$ cat src/rtl/tree_deserializer.sv
// Serial-to-parallel receiver with tree (bit-reversed) or LSB-first bit ordering,
// manual bitslip and an automatic training-pattern alignment hunt.
`timescale 1ns/1ps
module tree_deserializer #(
  parameter int                    INPUTS_NUM    = 8,
  parameter int                    STAGES_NUM    = $clog2(INPUTS_NUM),
  parameter bit                    TREE_ORDER    = 1'b1,
  parameter logic [INPUTS_NUM-1:0] TRAIN_PATTERN = 8'hB8,
  parameter int                    MATCH_COUNT   = 4
) (
  input  logic                  CLK,
  input  logic                  RESET,
  input  logic                  SERIAL_IN,
  input  logic                  EN,
  input  logic                  BITSLIP,
  input  logic                  ALIGN_REQ,
  output logic [INPUTS_NUM-1:0] PAR_OUT,
  output logic                  PAR_VALID,
  output logic                  ALIGNED,
  output logic                  ALIGN_FAIL
);

  localparam int MCW = $clog2(MATCH_COUNT + 1);

  typedef enum logic [1:0] {
    UNLOCKED,
    HUNT,
    LOCKED
  } state_t;

  state_t                  state_reg;
  logic [STAGES_NUM-1:0]   bit_cnt_reg;
  logic [STAGES_NUM-1:0]   slip_cnt_reg;
  logic [MCW-1:0]          match_cnt_reg;
  logic [INPUTS_NUM-1:0]   asm_reg;
  logic                    auto_slip_reg;

  logic [STAGES_NUM-1:0]   wr_idx;
  logic [INPUTS_NUM-1:0]   word_next;
  logic                    manual_slip;
  logic                    slip_now;
  logic                    capture;
  logic                    word_done;

  // Destination bit of the current serial position: bit-reversed counter in tree order.
  for (genvar gi = 0; gi < STAGES_NUM; gi++) begin : g_map
    assign wr_idx[gi] = TREE_ORDER ? bit_cnt_reg[STAGES_NUM-1-gi] : bit_cnt_reg[gi];
  end

  // Assembly register with the incoming bit merged in, so a completing word is whole.
  for (genvar gi = 0; gi < INPUTS_NUM; gi++) begin : g_word
    assign word_next[gi] = (wr_idx == STAGES_NUM'(gi)) ? SERIAL_IN : asm_reg[gi];
  end

  // ALIGN_REQ pre-empts both manual and armed automatic slips.
  assign manual_slip = BITSLIP && (state_reg != HUNT);
  assign slip_now    = EN && !ALIGN_REQ && (auto_slip_reg || manual_slip);
  assign capture     = EN && !slip_now;
  assign word_done   = capture && (bit_cnt_reg == STAGES_NUM'(INPUTS_NUM - 1));

  always_ff @(posedge CLK) begin
    if (RESET) begin
      state_reg     <= UNLOCKED;
      bit_cnt_reg   <= '0;
      slip_cnt_reg  <= '0;
      match_cnt_reg <= '0;
      asm_reg       <= '0;
      auto_slip_reg <= 1'b0;
      PAR_OUT       <= '0;
      PAR_VALID     <= 1'b0;
      ALIGNED       <= 1'b0;
      ALIGN_FAIL    <= 1'b0;
    end else begin
      PAR_VALID <= 1'b0;
      if (capture) begin
        asm_reg     <= word_next;
        bit_cnt_reg <= bit_cnt_reg + 1'b1;
      end
      if (slip_now) begin
        auto_slip_reg <= 1'b0;
      end
      if (word_done) begin
        PAR_OUT   <= word_next;
        PAR_VALID <= 1'b1;
      end

      if (ALIGN_REQ) begin
        state_reg     <= HUNT;
        match_cnt_reg <= '0;
        slip_cnt_reg  <= '0;
        auto_slip_reg <= 1'b0;
        ALIGN_FAIL    <= 1'b0;
        ALIGNED       <= 1'b0;
      end else begin
        case (state_reg)
          HUNT: begin
            if (word_done) begin
              if (word_next == TRAIN_PATTERN) begin
                match_cnt_reg <= match_cnt_reg + 1'b1;
                if (match_cnt_reg == MCW'(MATCH_COUNT - 1)) begin
                  state_reg <= LOCKED;
                  ALIGNED   <= 1'b1;
                end
              end else begin
                match_cnt_reg <= '0;
                // Every offset has been tried once the slip counter is saturated.
                if (slip_cnt_reg == STAGES_NUM'(INPUTS_NUM - 1)) begin
                  state_reg  <= UNLOCKED;
                  ALIGN_FAIL <= 1'b1;
                end else begin
                  slip_cnt_reg  <= slip_cnt_reg + 1'b1;
                  auto_slip_reg <= 1'b1;
                end
              end
            end
          end
          LOCKED: begin
            if (EN && BITSLIP) begin
              state_reg <= UNLOCKED;
              ALIGNED   <= 1'b0;
            end
          end
          default: begin
          end
        endcase
      end
    end
  end

endmodule

$ cat config.mk
export PLATFORM = sky130hd
export DESIGN_NAME = tree_deserializer
export DESIGN_NICKNAME = d
export VERILOG_FILES = /design/src/rtl/tree_deserializer.sv
export SDC_FILE = /design/constraint.sdc
export NUM_CORES = 1
export LEC_CHECK = 0
export BUFFER_PORTS_ARGS = -buffer_cell sky130_fd_sc_hd__buf_2
export CAP_MARGIN = 20
export CORE_MARGIN = 5
export CORE_UTILIZATION = 57
export DETAILED_ROUTE_END_ITERATION = 12
export PLACE_DENSITY = 0.8
export SYNTH_ARGS = -nofsm -noshare
export SYNTH_HDL_FRONTEND = slang
export SYNTH_SLANG_ARGS = --single-unit
$ cat constraint.sdc
create_clock -name CLK -period 2.3 [get_ports CLK]
set_input_delay 0.115 -clock CLK [delete_from_list [all_inputs] [get_ports CLK]]
set_output_delay 0.115 -clock CLK [all_outputs]
set_load 0.05 [all_outputs]
; Word level (Yosys, flattened, before mapping)
; Index checks and enable logic that the tools add are counted.
[op_classes]
addsub = 3
n_eq_ne = 24
muxes = 27
bitwise_logic = 2
n_reduce_logical = 19
[op_table]
columns = operator, count
row1 = 2-to-1 mux 1 bit, 19
row2 = == test 3 bit (second input constant), 6
row3 = AND reduction 5 bit, 3
row4 = != test 3 bit (second input constant), 4
row5 = 2-to-1 mux 2 bit, 5
row6 = adder 3 x 1 -> 3 bit (second input constant), 3
row7 = == test 3 x 2 -> 1 bit (second input constant), 3
row8 = == test 8 bit (second input constant), 1
row9 = != test 2 bit (second input constant), 4
row10 = != test 4 bit (second input constant), 2
row11 = AND reduction 4 bit, 2
row12 = logical AND 1 bit, 6
row13 = one-hot mux 2 bit (2 select lines), 1
row14 = == test 3 x 1 -> 1 bit (second input constant), 1
row15 = zero test 3 bit, 1
row16 = 2-to-1 mux 3 bit, 1
row17 = nonzero test 3 bit, 1
row18 = == test 2 x 1 -> 1 bit (second input constant), 1
row19 = == test 2 bit (second input constant), 1
row20 = zero test 1 bit, 2
row21 = != test 2 x 1 -> 1 bit (second input constant), 1
row22 = inverter 1 bit, 2
row23 = one-hot mux 1 bit (2 select lines), 1
row24 = AND reduction 2 bit, 1
row25 = other kinds (3), 3
[totals]
register_bits = 31
word_cells = 86

; Depth between registers and ports, before layout
[logic_depth]
ltp_word = 10
depth_mapped = 7
depth_no_buf = 7

; Worst setup path before layout
; Ideal clock, no wire load.
[synth_timing]
path_type = register to register
start = register bit_cnt_reg[1]
end = register ALIGNED
t_arrival_ns = 1.711
t_required_ns = 2.214
path_slack_ns = 0.503
path_stages_with_launch = 6
n_path_buf = 0
period_less_slack_ns = 1.797
cell_sequence = dfxtp_1 -> nor3b_1 -> mux2i_1 -> nor4b_4 -> nand4_1 -> a221oi_2
[synth_via]
elab_chain_len = 5
word_cells_on_any_way = 22
[synth_lines]
columns = element, line
row1 = from (decl), 32  ; logic [STAGES_NUM-1:0] bit_cnt_reg;
row2 = from (signal assigned), 77  ; bit_cnt_reg <= bit_cnt_reg + 1'b1;
row3 = "== test 3 x 1 -> 1 bit, or another cell as far along", 52  ; assign word_next[gi] = (wr_idx == STAGES_NUM'(gi)) ? SERIAL_IN : asm_reg[gi];
row4 = 2-to-1 mux 1 bit, 52
row5 = == test 8 bit, 98  ; if (word_next == TRAIN_PATTERN) begin
row6 = != test 2 bit (no line), n/a
row7 = AND reduction 5 bit (no line) (*), n/a
row8 = to (signal assigned), 71  ; ALIGNED <= 1'b0;
row9 = to (signal assigned), 93  ; ALIGNED <= 1'b0;
row10 = to (signal assigned), 102  ; ALIGNED <= 1'b1;
row11 = to (decl), 19  ; output logic ALIGNED,
; Every way passes the cells marked *; elsewhere a longest branch is shown, timed or not.
; A chain may end at the register's enable or synchronous reset.

; Final worst setup path
[layout_timing]
start = register bit_cnt_reg[1]
end = register slip_cnt_reg[1]
[layout_via]
elab_chain_len = 5
word_cells_on_any_way = 21
[layout_lines]
columns = element, line
row1 = "== test 3 x 1 -> 1 bit, or another cell as far along", 52
row2 = 2-to-1 mux 1 bit, 52
row3 = == test 8 bit, 98
row4 = inverter 1 bit (no line), n/a
row5 = AND reduction 4 bit (no line) (*), n/a
row6 = to (signal assigned), 111  ; slip_cnt_reg <= slip_cnt_reg + 1'b1;
row7 = to (decl), 33  ; logic [STAGES_NUM-1:0] slip_cnt_reg;
; Marked as above.

==> results.txt <==
Antenna Diode Count: 0
Data arrival time of the worst path: 2.39 ns
Global placement routability congestion: 0.770
Drt drc: 0
Quantity of I/O buffers inserted on ports: 16
Detailed-route vias per instance: 5.89
Most area-consuming cells after synthesis: sky130_fd_sc_hd__dfxtp_1, sky130_fd_sc_hd__mux2i_1, sky130_fd_sc_hd__nor2_1
Clock tree from TritonCTS: done
Via count: 1308
Multi-input combinational cell area: 846 um^2
Mapped Area: 1520 um^2
Global-route wire length before repair: 5.29 mm
Final Skew: 0.0105 ns
Number of buffers inserted by hold repair at cts: 0
Final hold violation count: 0
Path type of the worst setup path: reg -> reg
Number of nets with antenna violations after routing: 0
Total Routing Usage GR: 19.1%
Final worst path period share: 92.7%
Cell-internal power: 729 uW
Area growth syn-to-layout: 10.8%
Placeable core region: 2520 um^2
Fraction of synthesized cell area taken by the top area cell type: 40.8%
Vias in the first global route: 1219
Flip-flop and latch count after synthesis: 31
Clock latency at the later pin of the worst-skew pair: 0.33 ns
Io pins: 17
Number of enable flip-flop cells after synthesis: 0
Top FF cell, synth: sky130_fd_sc_hd__dfxtp_1
CTS sink cnt: 31
RSZ-0062 raised after global routing: false
Category of the worst setup path capture point: flop
Synth Instances: 175
Share of total power consumed by net switching: 26.3%
Total number of nets in the final design: 204
Number of buffers inserted during clock tree synthesis: 5
Peak per-stage delay on the critical path: 0.41 ns
Post-DP HPWL: 2.25 mm
Initial standard-cell utilization of the core: 60.4%
Commonest cells after routing, fill and taps aside: sky130_fd_sc_hd__dfxtp_1, sky130_fd_sc_hd__nor2_1, sky130_fd_sc_hd__nand2_1
Run status: finished, final reports clean
Req. time, crit path: 2.56 ns
Pwr Density: 586 nW/um^2
Area of the die: 3810 um^2
Number of DRC violations after detailed-routing iteration 0: 56
Router iterations before antenna repair: 4
Total number of yosys warnings: 0
Clock slew seen by the registers of the worst setup and hold paths: 0.09 ns
Layout filler cell count: 226
Grt ovf: 0
Portion of total power attributed to combinational logic: 10.2%
Cell seen most often among critical-path stages: sky130_fd_sc_hd__ha_1
Sum of negative setup slack: 0 ns
Max-cap viol count: 0
Bufs and invs on worst path: 2
Worst-path cell chain: buf_4, ha_1, ha_1, inv_1, a2111o_1, a211oi_2, mux2i_1
Slew at the pin closest to its max-slew limit: 0.569 ns
Crit Path Max Fanout: 13
Share of flip-flops with an asynchronous set or reset after synthesis: 0%
Final min period: 2.13 ns
Pin count of the biggest net entering global routing: 26
Worst ir drop on vdd: 563 uV
Total Wirelength: 3.12 mm
Root buf cell: sky130_fd_sc_hd__clkbuf_4
Most common library cell in the layout ignoring fill and taps: sky130_fd_sc_hd__dfxtp_1
Switching power total: 260 uW
FP Rows: 18
Sequential-to-total area share from yosys stat: 40.8%
Final hold slack: 0.161 ns
Mean post-synth cell area: 8.70 um^2
Critical-path top delay cell: sky130_fd_sc_hd__a211oi_2
Height of the die: 61.7 um
Leakage component of the power: 0.665 nW
Width of the die: 61.7 um
Sequential share of power: 57.2%
Drt wl/cell: 14.1 um
Net count after synthesis: 187
Family with the most delay on the worst path: compound AO/OA/AOI/OAI gates
Final max-slew violation count: 0
Startpoint types: flop
Number of antenna violations at the first check in global routing: 0
Clock power frac: 32.6%
Max clock buf depth: 2
Relative max-transition margin: 61.8%
Number of unique standard cell types used by synthesis: 42
Maximum level of the CTS H-tree: 2
Setup slack, reg-to-reg: 0.17 ns
Area leader, netlist: sky130_fd_sc_hd__dfxtp_1
Share of final-layout standard cells stronger than drive strength 1: 18.8%
Hold/Removal Path Class: in -> reg
Sequential cell area: 623 um^2
Maximum frequency from static timing analysis: 469 MHz
Setup violations, final: 0
cell families (layout without fill, tap and decap cells):
kind of cell | Yosys count | in the layout | share of synthesized area [%]
buf+inv | 15 | 32 | 4.03
compound gates | 47 | 47 | 22.1
xor+xnor | 1 | 1 | 0.575
mux | 8 | 8 | 5.26
simple gates | 67 | 67 | 22.4
fa+ha+maj | 6 | 6 | 4.93
flops | 31 | 31 | 40.8
worst min-delay path, cell delays in order:
cell and delay (ns):
sky130_fd_sc_hd__buf_2 0.18, sky130_fd_sc_hd__nand3_1 0.09, sky130_fd_sc_hd__a21oi_1 0.06
per-layer routing:
layer  GRT usage (%)  part of all wire [%]
met3            6.50                   6.0
met5               0                     0
met4            6.97                   1.4
met1            22.3                    44
met2            32.1                    49
per-stage QoR:
stage / power, mW / instance area, um^2 / setup slack, ns / std cells / util (%)
global placement: 0.674 / 1620 / 0.160 / 215 / 64.4
detailed placement: 0.678 / 1620 / 0.0823 / 215 / 64.4
CTS: 0.993 / 1680 / 0.0470 / 222 / 66.6
finish: 0.989 / 1690 / 0.167 / 222 / 66.9
global route: 1.04 / 1690 / 0.0419 / 222 / 66.9
floorplan: 0.654 / 1520 / 0.503 / 175 / -
repair_timing:
action,4_1_cts,5_1_grt
endpoints found under the setup margin,0,6
buffers inserted,0,0
resized for setup,0,3
synth_stat cells (all sizes together) (2+ instances only):
| cell | number |
|---|---|
| nor3 | 3 |
| dfxtp | 31 |
| a211oi | 10 |
| a21oi | 14 |
| nor3b | 2 |
| o21ai | 6 |
| a311oi | 3 |
| ha | 6 |
| buf | 5 |
| nand3b | 2 |
| clkbuf | 4 |
| nand4 | 3 |
| nand3 | 5 |
| or3 | 4 |
| nor2 | 21 |
| nand2 | 20 |
| mux2i | 8 |
| nor4b | 2 |
| o21a | 3 |
| inv | 6 |
worst paths after layout:
path | startpoint | end | cells after the start
worst max-delay path | bit_cnt_reg[1] | slip_cnt_reg[1] | 7
worst min-delay path | SERIAL_IN | asm_reg[6] | 3
worst max register to register | bit_cnt_reg[1] | slip_cnt_reg[1] | 7
worst min register to register | ALIGN_FAIL | ALIGN_FAIL | 1
power groups by stage:
stage / Combinational [mW] / Clock [mW] / Sequential (mW)
3_3_place_gp: 0.0976 / 0 / 0.577
5_1_grt: 0.115 / 0.361 / 0.568
2_1_floorplan: 0.0839 / 0 / 0.570
6_report: 0.101 / 0.322 / 0.566
3_5_place_dp: 0.100 / 0 / 0.578
4_1_cts: 0.101 / 0.327 / 0.565
cell type report:
class	count	area share (%)
well taps	30	2.22
inverters	6	1.33
repair buffers	19	6.08
multi-input cells	129	50.1
clock buffers	6	3.04
flip-flops and latches	31	36.9
clock inverters	1	0.297
Note: power is estimated with default switching activity, not from simulation.
